## src/rtl/color_blob_tracker.sv

```systemverilog
// color_blob_tracker: per-slot colour capture, +/-tol box match, per-frame pixel count and bounding box.
// Build option DETECT_OVERLAY_EN paints matching pixels with the lowest matching slot's palette colour.
module color_blob_tracker #(
  parameter int N_SLOTS  = 4,
  parameter int CW       = 10,
  parameter int CNT_W    = 19,
  parameter int SAMPLE_X = 640,
  parameter int SAMPLE_Y = 512,
  parameter int MIN_PIX  = 64
) (
  input  logic                     CLK,
  input  logic                     Reset,
  input  logic [CW-1:0]            Rin,
  input  logic [CW-1:0]            Gin,
  input  logic [CW-1:0]            Bin,
  input  logic [10:0]              X,
  input  logic [10:0]              Y,
  input  logic                     pix_valid,
  input  logic                     VGA_VS,
  input  logic                     cap_req,
  input  logic [2:0]               cap_slot,
  input  logic [CW-1:0]            tol,
  output logic [CW-1:0]            Rout,
  output logic [CW-1:0]            Gout,
  output logic [CW-1:0]            Bout,
  output logic [N_SLOTS-1:0]       match_vec,
  output logic [N_SLOTS-1:0]       enable,
  output logic                     frame_done,
  output logic [N_SLOTS*CNT_W-1:0] cnt_o,
  output logic [N_SLOTS*44-1:0]    bbox_o
);

  localparam logic [CW-1:0]    CMAX    = '1;
  localparam logic [CW-1:0]    CZERO   = '0;
  localparam logic [CNT_W-1:0] CNT_MAX = '1;

  typedef enum logic [1:0] {S_IDLE, S_ARMED, S_VALID} slot_state_e;

  slot_state_e       state_q [N_SLOTS];
  slot_state_e       state_d [N_SLOTS];
  logic [3*CW-1:0]   ref_q   [N_SLOTS];  // {R,G,B}
  logic [3*CW-1:0]   ref_d   [N_SLOTS];
  logic [CNT_W-1:0]  cnt_q   [N_SLOTS];
  logic [CNT_W-1:0]  cnt_d   [N_SLOTS];
  logic [10:0]       xmin_q  [N_SLOTS];
  logic [10:0]       xmin_d  [N_SLOTS];
  logic [10:0]       xmax_q  [N_SLOTS];
  logic [10:0]       xmax_d  [N_SLOTS];
  logic [10:0]       ymin_q  [N_SLOTS];
  logic [10:0]       ymin_d  [N_SLOTS];
  logic [10:0]       ymax_q  [N_SLOTS];
  logic [10:0]       ymax_d  [N_SLOTS];
  logic              vs_q;
  logic              sample_pix;
  logic              frame_end;
  logic [N_SLOTS-1:0] hit;
  logic [CW-1:0]     pix_r_d;
  logic [CW-1:0]     pix_g_d;
  logic [CW-1:0]     pix_b_d;

  // Inclusive window, clamped to the channel range without wrapping.
  function automatic logic in_window(input logic [CW-1:0] v, input logic [CW-1:0] r,
                                     input logic [CW-1:0] t);
    logic [CW-1:0] lo;
    logic [CW-1:0] hi;
    lo = (r <= t) ? CZERO : r - t;
    hi = (r >= CMAX - t) ? CMAX : r + t;
    return (v >= lo) && (v <= hi);
  endfunction

  assign sample_pix = pix_valid && (X == 11'(SAMPLE_X)) && (Y == 11'(SAMPLE_Y));
  assign frame_end  = !VGA_VS && vs_q;

  always_comb begin
    // NOTE: every always_comb output gets a default first so no path leaves it unassigned (no latch).
    hit = '0;
    for (int i = 0; i < N_SLOTS; i++) begin
      hit[i] = (state_q[i] == S_VALID) && pix_valid
            && in_window(Rin, ref_q[i][3*CW-1 -: CW], tol)
            && in_window(Gin, ref_q[i][2*CW-1 -: CW], tol)
            && in_window(Bin, ref_q[i][CW-1:0], tol);
    end
  end

  // Slot FSM: a new cap_req re-arms even a VALID slot; capture only happens from ARMED.
  always_comb begin
    for (int i = 0; i < N_SLOTS; i++) begin
      state_d[i] = state_q[i];
      ref_d[i]   = ref_q[i];
      if (cap_req && (cap_slot == 3'(i))) begin
        state_d[i] = S_ARMED;
      end else if ((state_q[i] == S_ARMED) && sample_pix) begin
        state_d[i] = S_VALID;
        ref_d[i]   = {Rin, Gin, Bin};
      end
    end
  end

  always_comb begin
    for (int i = 0; i < N_SLOTS; i++) begin
      cnt_d[i]  = cnt_q[i];
      xmin_d[i] = xmin_q[i];
      xmax_d[i] = xmax_q[i];
      ymin_d[i] = ymin_q[i];
      ymax_d[i] = ymax_q[i];
      if (frame_end) begin
        cnt_d[i]  = '0;
        xmin_d[i] = '0;
        xmax_d[i] = '0;
        ymin_d[i] = '0;
        ymax_d[i] = '0;
      end
      // The edge-cycle pixel starts the new frame, so it sees the cleared accumulator.
      if (hit[i]) begin
        if (cnt_d[i] == '0) begin
          xmin_d[i] = X;
          xmax_d[i] = X;
          ymin_d[i] = Y;
          ymax_d[i] = Y;
        end else begin
          if (X < xmin_d[i]) xmin_d[i] = X;
          if (X > xmax_d[i]) xmax_d[i] = X;
          if (Y < ymin_d[i]) ymin_d[i] = Y;
          if (Y > ymax_d[i]) ymax_d[i] = Y;
        end
        if (cnt_d[i] != CNT_MAX) cnt_d[i] = cnt_d[i] + 1'b1;
      end
    end
  end

`ifdef DETECT_OVERLAY_EN
  always_comb begin
    {pix_r_d, pix_g_d, pix_b_d} = {Rin, Gin, Bin};
    for (int i = N_SLOTS - 1; i >= 0; i--) begin
      if (hit[i]) begin
        case (i)
          0:       {pix_r_d, pix_g_d, pix_b_d} = {CMAX, CZERO, CZERO};
          1:       {pix_r_d, pix_g_d, pix_b_d} = {CZERO, CMAX, CZERO};
          2:       {pix_r_d, pix_g_d, pix_b_d} = {CZERO, CZERO, CMAX};
          3:       {pix_r_d, pix_g_d, pix_b_d} = {CMAX, CMAX, CZERO};
          default: {pix_r_d, pix_g_d, pix_b_d} = {CMAX, CMAX, CMAX};
        endcase
      end
    end
  end
`else
  assign {pix_r_d, pix_g_d, pix_b_d} = {Rin, Gin, Bin};
`endif

  always_ff @(posedge CLK) begin
    // NOTE: sequential state uses non-blocking assignments so all registers update from pre-edge values.
    if (Reset) begin
      vs_q       <= 1'b0;
      Rout       <= '0;
      Gout       <= '0;
      Bout       <= '0;
      match_vec  <= '0;
      enable     <= '0;
      frame_done <= 1'b0;
      cnt_o      <= '0;
      bbox_o     <= '0;
      // NOTE: the reference arrays are small register files that must read 0 after reset, so they are reset too.
      for (int i = 0; i < N_SLOTS; i++) begin
        state_q[i] <= S_IDLE;
        ref_q[i]   <= '0;
        cnt_q[i]   <= '0;
        xmin_q[i]  <= '0;
        xmax_q[i]  <= '0;
        ymin_q[i]  <= '0;
        ymax_q[i]  <= '0;
      end
    end else begin
      vs_q       <= VGA_VS;
      Rout       <= pix_r_d;
      Gout       <= pix_g_d;
      Bout       <= pix_b_d;
      match_vec  <= hit;
      frame_done <= frame_end;
      for (int i = 0; i < N_SLOTS; i++) begin
        state_q[i] <= state_d[i];
        ref_q[i]   <= ref_d[i];
        cnt_q[i]   <= cnt_d[i];
        xmin_q[i]  <= xmin_d[i];
        xmax_q[i]  <= xmax_d[i];
        ymin_q[i]  <= ymin_d[i];
        ymax_q[i]  <= ymax_d[i];
        if (frame_end) begin
          cnt_o[i*CNT_W +: CNT_W] <= cnt_q[i];
          bbox_o[i*44 +: 44]      <= (cnt_q[i] == '0) ? '0
                                   : {xmin_q[i], xmax_q[i], ymin_q[i], ymax_q[i]};
          enable[i]               <= (cnt_q[i] >= CNT_W'(MIN_PIX));
        end
      end
    end
  end

endmodule
```

## config.mk

```make
export PLATFORM = sky130hd
export DESIGN_NAME = color_blob_tracker
export DESIGN_NICKNAME = d
export VERILOG_FILES = /design/src/rtl/color_blob_tracker.sv
export SDC_FILE = /design/constraint.sdc
export NUM_CORES = 2
export LEC_CHECK = 0
export BUFFER_PORTS_ARGS = -buffer_cell sky130_fd_sc_hd__buf_2
export CAP_MARGIN = 20
export CORE_ASPECT_RATIO = 0.8
export CORE_MARGIN = 2
export CORE_UTILIZATION = 62
export DETAILED_ROUTE_END_ITERATION = 10
export PLACE_DENSITY = 0.82
export SLEW_MARGIN = 10
export SYNTH_ARGS = -nofsm -noshare
export SYNTH_HDL_FRONTEND = slang
export SYNTH_SLANG_ARGS = --single-unit
export TNS_END_PERCENT = 30
```

## constraint.sdc

```tcl
create_clock -name CLK -period 7.45 [get_ports CLK]
set_clock_uncertainty 0.15 [all_clocks]
set_input_delay 1.49 -clock CLK [delete_from_list [all_inputs] [get_ports CLK]]
set_output_delay 1.49 -clock CLK [all_outputs]
set_load 0.01 [all_outputs]
```

Word level (Yosys, flattened, before mapping)
Memory sizes are Yosys's and may differ from the RTL's.
Index checks and enable logic that the tools add are counted.
{ "totals": {"regBits": 292, "ramBits": 380, "memories": 7} }
{ "op_classes": {"add_sub_neg": 29, "n_lt_le_gt_ge": 68, "n_eq_ne": 17, "muxes": 151, "bitwise": 28, "reduce_logical": 49} }
{ "mem_list": {"columns": ["name", "depth", "width", "read_ports", "rd_clocked_by_memory_dff", "write_ports", "line_no", "rtl"], "rows": [
  ["ref_q", 4, 30, 4, 0, 4, "41", "logic [3*CW-1:0] ref_q [N_SLOTS];"],
  ["cnt_q", 4, 19, 4, 0, 4, "43", "logic [CNT_W-1:0] cnt_q [N_SLOTS];"],
  ["xmax_q", 4, 11, 4, 0, 4, "47", "logic [10:0] xmax_q [N_SLOTS];"],
  ["xmin_q", 4, 11, 4, 0, 4, "45", "logic [10:0] xmin_q [N_SLOTS];"],
  ["ymax_q", 4, 11, 4, 0, 4, "51", "logic [10:0] ymax_q [N_SLOTS];"],
  ["ymin_q", 4, 11, 4, 0, 4, "49", "logic [10:0] ymin_q [N_SLOTS];"],
  ["1 more memories", null, null, null, null, null, null, null]
]} }
{ "ops": {"columns": ["op", "n"], "rows": [
  ["$mux 11", 80],
  ["$mux 30", 12],
  ["$mux 19", 16],
  ["$ge 10x10->1", 24],
  ["$le 10x10->1", 24],
  ["$mux 10", 24],
  ["$mux 44", 4],
  ["$logic_not 19->1", 8],
  ["$add 10x10->10", 12],
  ["$sub 10x10->10", 12],
  ["$gt 11x11->1", 8],
  ["$lt 11x11->1", 8],
  ["$add 19x1->19 const B", 4],
  ["$ge 19x7->1 const B", 4],
  ["$ne 19x19->1 const B", 4],
  ["$logic_and 1x1->1", 39],
  ["$or 1x1->1", 28],
  ["$mux 2", 12],
  ["$eq 11x10->1 const B", 2],
  ["$sub 10x10->10 const A", 1],
  ["$eq 2x1->1 const B", 4],
  ["$eq 2x2->1 const B", 4],
  ["$eq 3x2->1 const B", 2],
  ["$eq 3x1->1 const B", 1],
  ["3 further kinds", 5]
]} }

Depth between registers and ports, before layout
{ "depth": {"ltp_word": 10, "depth_mapped": 23, "depth_no_buf": 21} }

Worst setup path after synthesis
No wires, ideal clock.
{ "synth_timing": {"kind": "input port to flip-flop", "startpoint": "input tol[1]", "endpoint": "memory cnt_q[3][0] (netlist: cnt_q[0][57])", "setup_ps": 121, "t_arrival_ps": 6706, "required_ps": 7179, "setup_slack_ps": 474, "stages": 20, "n_path_buf": 1, "path_cell_list": "inv_1 ha_1 inv_1 a21oi_1 o21ai_0 a21oi_1 o41ai_1 a21oi_1 o31ai_1 nor3_1 ha_1 a21o_1 a21o_1 a221o_1 a221o_1 a21oi_2 nand2_2 buf_2 nor2_1 mux2_2"} }
{ "synth_lines": {"columns": ["item", "line_no", "rtl"], "rows": [
  ["start: declaration", "22", "input logic [CW-1:0] tol,"],
  ["end: declaration", "43", null]
]} }

==> impl_results.html <==
<table>
<tr><th>Metric</th><th>Value</th></tr>
<tr><th colspan="2">Outcome</th></tr>
<tr><td>Run status</td><td>complete, no violations</td></tr>
<tr><th colspan="2">Pwr</th></tr>
<tr><td>Switching power share of the total</td><td>27.9%</td></tr>
<tr><td>Power Internal</td><td>0.00602 W</td></tr>
<tr><td>Flop pwr share</td><td>43.2%</td></tr>
<tr><td>Combinational group share of total power</td><td>12.2%</td></tr>
<tr><td>Power per cell area</td><td>167 nW/µm²</td></tr>
<tr><td>Peak VDD IR</td><td>0.222 mV</td></tr>
<tr><td>Clock power frac</td><td>44.7%</td></tr>
<tr><td>Leakage power figure</td><td>22.7 nW</td></tr>
<tr><td>Net Sw Power</td><td>0.00234 W</td></tr>
<tr><th colspan="2">Layout</th></tr>
<tr><td>Filler instances</td><td>5,566</td></tr>
<tr><td>Share of post-route cells with drive strength above 1</td><td>11.5%</td></tr>
<tr><td>Final core utilization</td><td>70.5%</td></tr>
<tr><td>Area grow syn2layout</td><td>12.1%</td></tr>
<tr><td>Layout Nets</td><td>6,386</td></tr>
<tr><th colspan="2">Setup path</th></tr>
<tr><td>Cell with the biggest individual delay on the critical path</td><td>a21o_1</td></tr>
<tr><td>Critical path class</td><td>input port to flop</td></tr>
<tr><td>Worst path cell trace</td><td>buf_2 &gt; inv_1 &gt; buf_4 &gt; buf_4 &gt; ha_1 &gt; inv_1 &gt; o21ai_0 &gt; a21oi_1 &gt; o221ai_1 &gt; o31ai_1 &gt; xnor2_1 &gt; nor3_1 &gt; ha_1 &gt; o21a_1 &gt; a21oi_1 &gt; nor4b_2 &gt; o21ai_0 &gt; nor4_1 &gt; nand2_1 &gt; a21o_1 &gt; mux2i_1</td></tr>
<tr><td>CP endpoint kind</td><td>flop</td></tr>
<tr><td>Arrival time of data at the critical path endpoint</td><td>6740 ps</td></tr>
<tr><td>Worst path max stage delay</td><td>510 ps</td></tr>
<tr><td>Count of buffering cells on the critical path with inverters included</td><td>5</td></tr>
<tr><td>Critical path peak fanout</td><td>11</td></tr>
<tr><td>Crit path max-delay family</td><td>compound AO/OA/AOI/OAI gates</td></tr>
<tr><td>Crit start category</td><td>input port</td></tr>
<tr><td>Data required, critical path</td><td>7850 ps</td></tr>
<tr><th colspan="2">GRT</th></tr>
<tr><td>Maximum number of pins on one net before global-route repair</td><td>149</td></tr>
<tr><td>Vias in the first global route</td><td>39,400</td></tr>
<tr><td>Antenna violations before repair</td><td>7</td></tr>
<tr><td>Total GRT Usage</td><td>38.7%</td></tr>
<tr><td>Wire length of the first global-routing pass</td><td>227,000 µm</td></tr>
<tr><td>Overflow left after global routing</td><td>0</td></tr>
<tr><th colspan="2">Logic synthesis</th></tr>
<tr><td>Total standard cell area after synthesis</td><td>44,600 µm²</td></tr>
<tr><td>Synth Area per Inst</td><td>8.33 µm²</td></tr>
<tr><td>Number of synthesized register bits</td><td>672</td></tr>
<tr><td>Most used DFF post-synth</td><td>dfxtp_1</td></tr>
<tr><td>Fraction of the yosys area taken by sequential cells</td><td>30.2%</td></tr>
<tr><td>FFs w/ async S/R, synth</td><td>0%</td></tr>
<tr><td>Number of cells produced by synthesis</td><td>5,352</td></tr>
<tr><td>Number of enable-type register cells in the synthesized netlist</td><td>0</td></tr>
<tr><td>Synthesized net count</td><td>6,114</td></tr>
<tr><td>Syn. warnings</td><td>0</td></tr>
<tr><td>Netlist cell types</td><td>86</td></tr>
<tr><th colspan="2">Floorplanning</th></tr>
<tr><td>DIE HEIGHT</td><td>244 µm</td></tr>
<tr><td>Area of the core region</td><td>70,900 µm²</td></tr>
<tr><td>Number of rows created at floorplan</td><td>87</td></tr>
<tr><td>Total die area</td><td>74,100 µm²</td></tr>
<tr><td>I/O pins</td><td>361</td></tr>
<tr><td>Initial Util</td><td>62.9%</td></tr>
<tr><td>Horizontal die dimension</td><td>304 µm</td></tr>
<tr><th colspan="2">Timing</th></tr>
<tr><td>Final setup violation count</td><td>0</td></tr>
<tr><td>Setup repair after global routing missed its margin</td><td>false</td></tr>
<tr><td>Final count of hold timing violations</td><td>0</td></tr>
<tr><td>Upper clock frequency limit</td><td>158 MHz</td></tr>
<tr><td>Worst slew margin relative to its limit</td><td>18.6%</td></tr>
<tr><td>Worst-Margin Slew</td><td>1220 ps</td></tr>
<tr><td>Setup tns final</td><td>0 ps</td></tr>
<tr><td>Final critical-path required period</td><td>6340 ps</td></tr>
<tr><td>Final Max Tran Viols</td><td>0</td></tr>
<tr><td>Period utilization</td><td>85.2%</td></tr>
<tr><th colspan="2">Clock tree</th></tr>
<tr><td>Number of buffers added to fix hold violations after cts</td><td>0</td></tr>
<tr><td>Root cell of the clock tree</td><td>clkbuf_16</td></tr>
<tr><td>Post-CTS Setup Repair Bufs</td><td>0</td></tr>
<tr><td>Worst skew pair latency</td><td>640 ps</td></tr>
<tr><td>Clock Sink Count</td><td>672</td></tr>
<tr><td>H-tree level count</td><td>3</td></tr>
<tr><td>TritonCTS Buffers</td><td>72</td></tr>
<tr><td>Resize count post-CTS</td><td>0</td></tr>
<tr><td>Max Buffers Root-to-Sink</td><td>3</td></tr>
<tr><td>Reg clk slew, reported paths</td><td>60 ps</td></tr>
<tr><td>TritonCTS clock tree</td><td>done</td></tr>
<tr><th colspan="2">Hold path</th></tr>
<tr><td>Hold Path Class</td><td>flop to flop</td></tr>
<tr><th colspan="2">Detailed routing</th></tr>
<tr><td>Number of DRC markers after the initial detailed-route iteration</td><td>4,736</td></tr>
<tr><td>Overall via count from detail_route</td><td>42,500</td></tr>
<tr><td>Total DRC errors in the routed layout</td><td>0</td></tr>
<tr><td>Average wire per cell in the routed design</td><td>22.5 µm</td></tr>
<tr><td>Drt total wl</td><td>149,000 µm</td></tr>
<tr><td>Number of nets with antenna violations after detailed routing</td><td>0</td></tr>
<tr><td>First-pass DRT Iterations</td><td>7</td></tr>
<tr><td>Number of vias per cell after detailed routing</td><td>6.42</td></tr>
<tr><th colspan="2">Job</th></tr>
<tr><td>MaxCap Viol Count</td><td>0</td></tr>
<tr><th colspan="2">Placement</th></tr>
<tr><td>Gp weighted congestion</td><td>0.987</td></tr>
<tr><td>Hpwl dp</td><td>105,000 µm</td></tr>
<tr><td>Port buffer count</td><td>360</td></tr>
</table>
## synthesized netlist by cell type (6+ instances only)
master	instances	area [µm²]
nand3_1	94	470
nor2b_1	94	588
nand2_1	724	2720
buf_1	19	71.3
nand2b_1	35	219
a41o_1	6	60.1
o31ai_1	49	368
o211ai_1	18	135
and2_1	28	175
or4_1	24	180
ha_1	668	8360
or2_2	19	119
fa_1	24	480
a211o_1	11	96.3
mux2i_1	187	1870
or3_1	42	263
a211oi_1	34	255
and3_1	25	156
nor3b_1	6	45.0
nor2_1	457	1720
a31oi_1	11	68.8
dfxtp_1	672	13500
a21oi_1	411	2060
o21ai_0	195	976
and4_1	23	201
xnor2_1	107	937
inv_1	237	890
a221o_1	11	110
o22a_1	120	1050
buf_2	22	110
o21bai_1	51	383
nor3_1	108	541
a21o_1	103	773
nand3b_1	16	120
o311ai_0	6	52.6
xor2_1	43	377
nor4_1	31	194
o21ai_1	6	30.0
a22oi_1	178	1340
o21a_1	34	255
nand4_1	83	519
clkbuf_1	221	830
a2111oi_0	12	105
## layer usage
metal,global-route usage (%),routed length (µm),vias up,part of all wire (%)
met3,9.66,17900,466,12
li1,-,-,19600,-
met5,0,40,-,0.027
met2,56.2,60900,2314,41
met4,17.8,7020,6,4.7
met1,53.9,62700,20100,42
## stage by stage
step                worst slack [ps]  cell area, µm²  hold slack, ps  std cells  power [W]
finish                          1110           50000             300       6616    0.00836
global route                     816           50000             316       6612    0.00860
CTS                             1310           49900             301       6610    0.00833
detailed placement               679           47500             293       6483    0.00466
global placement                 753           47500             289       6483    0.00464
floorplan                        474           44600             293       5352    0.00428
## sequential cells by signal (all words and copies together), names as in the netlist
register / flops
bbox_o: 176
ref_q: 120
cnt_o: 76
cnt_q: 76
xmax_q: 44
xmin_q: 44
ymax_q: 44
ymin_q: 44
Bout: 10
Gout: 10
Rout: 10
state_q: 8
enable: 4
match_vec: 4
frame_done: 1
vs_q: 1
## final timing paths
check / startpoint / endpoint / slack, ps / cells after the start
setup / recovery: tol[3] / ymax_q[0][17] / 1110 / 21
hold / removal: cnt_o[65] / cnt_o[65] / 300 / 2
setup reg to reg: ref_q[1][10] / ymax_q[0][17] / 2050 / 23
hold reg to reg: cnt_o[65] / cnt_o[65] / 300 / 2
## worst min-delay path, stage by stage (launching register included)
cell	delay, ps
dfxtp_1	300
nand2_1	50
a21oi_1	50
## cell type report
class | count | area, µm² | area share (%)
Timing Repair Buffer | 465 | 2740 | 5.48
Tap cell | 934 | 1170 | 2.34
Clock inverter | 37 | 422 | 0.844
Sequential cell | 672 | 13500 | 26.9
Antenna cell | 5 | 12.5 | 0.0250
Clock buffer | 90 | 2020 | 4.04
Multi-Input combinational cell | 4176 | 29300 | 58.6
Inverter | 237 | 890 | 1.78
## layout by cell type (no fill, tap or decap), drive strengths merged, types with 84 or more instances in the layout
| cell type | instances |
|---|---|
| a21o | 103 |
| a21oi | 414 |
| nand2 | 726 |
| ha | 668 |
| nand3 | 96 |
| mux2i | 187 |
| xnor2 | 107 |
| clkbuf | 90 |
| buf | 465 |
| o22a | 120 |
| o21ai | 201 |
| a22oi | 178 |
| nor2b | 94 |
| dfxtp | 672 |
| nand4 | 84 |
| inv | 243 |
| nor2 | 458 |
| nor3 | 108 |
## cell families after synthesis
logic type	Yosys count	share of synthesized area (%)
XOR/XNOR	150	2.95
AO/OA/AOI/OAI	1310	19.4
AND/OR/NAND/NOR	1834	19.0
flip-flops	672	30.2
buffers and inverters	504	4.35
adder cells (fa/ha/maj)	692	19.8
multiplexers	190	4.28
## power by group through the flow
stage / combinational (W) / clock, W / sequential (W)
5_1_grt: 0.00110 / 0.00390 / 0.00361
4_1_cts: 0.000981 / 0.00374 / 0.00361
6_report: 0.00102 / 0.00374 / 0.00361
3_5_place_dp: 0.000973 / 0 / 0.00369
2_1_floorplan: 0.000587 / 0 / 0.00369
3_3_place_gp: 0.000949 / 0 / 0.00369
No activity file was read; power rests on OpenSTA's default activity.
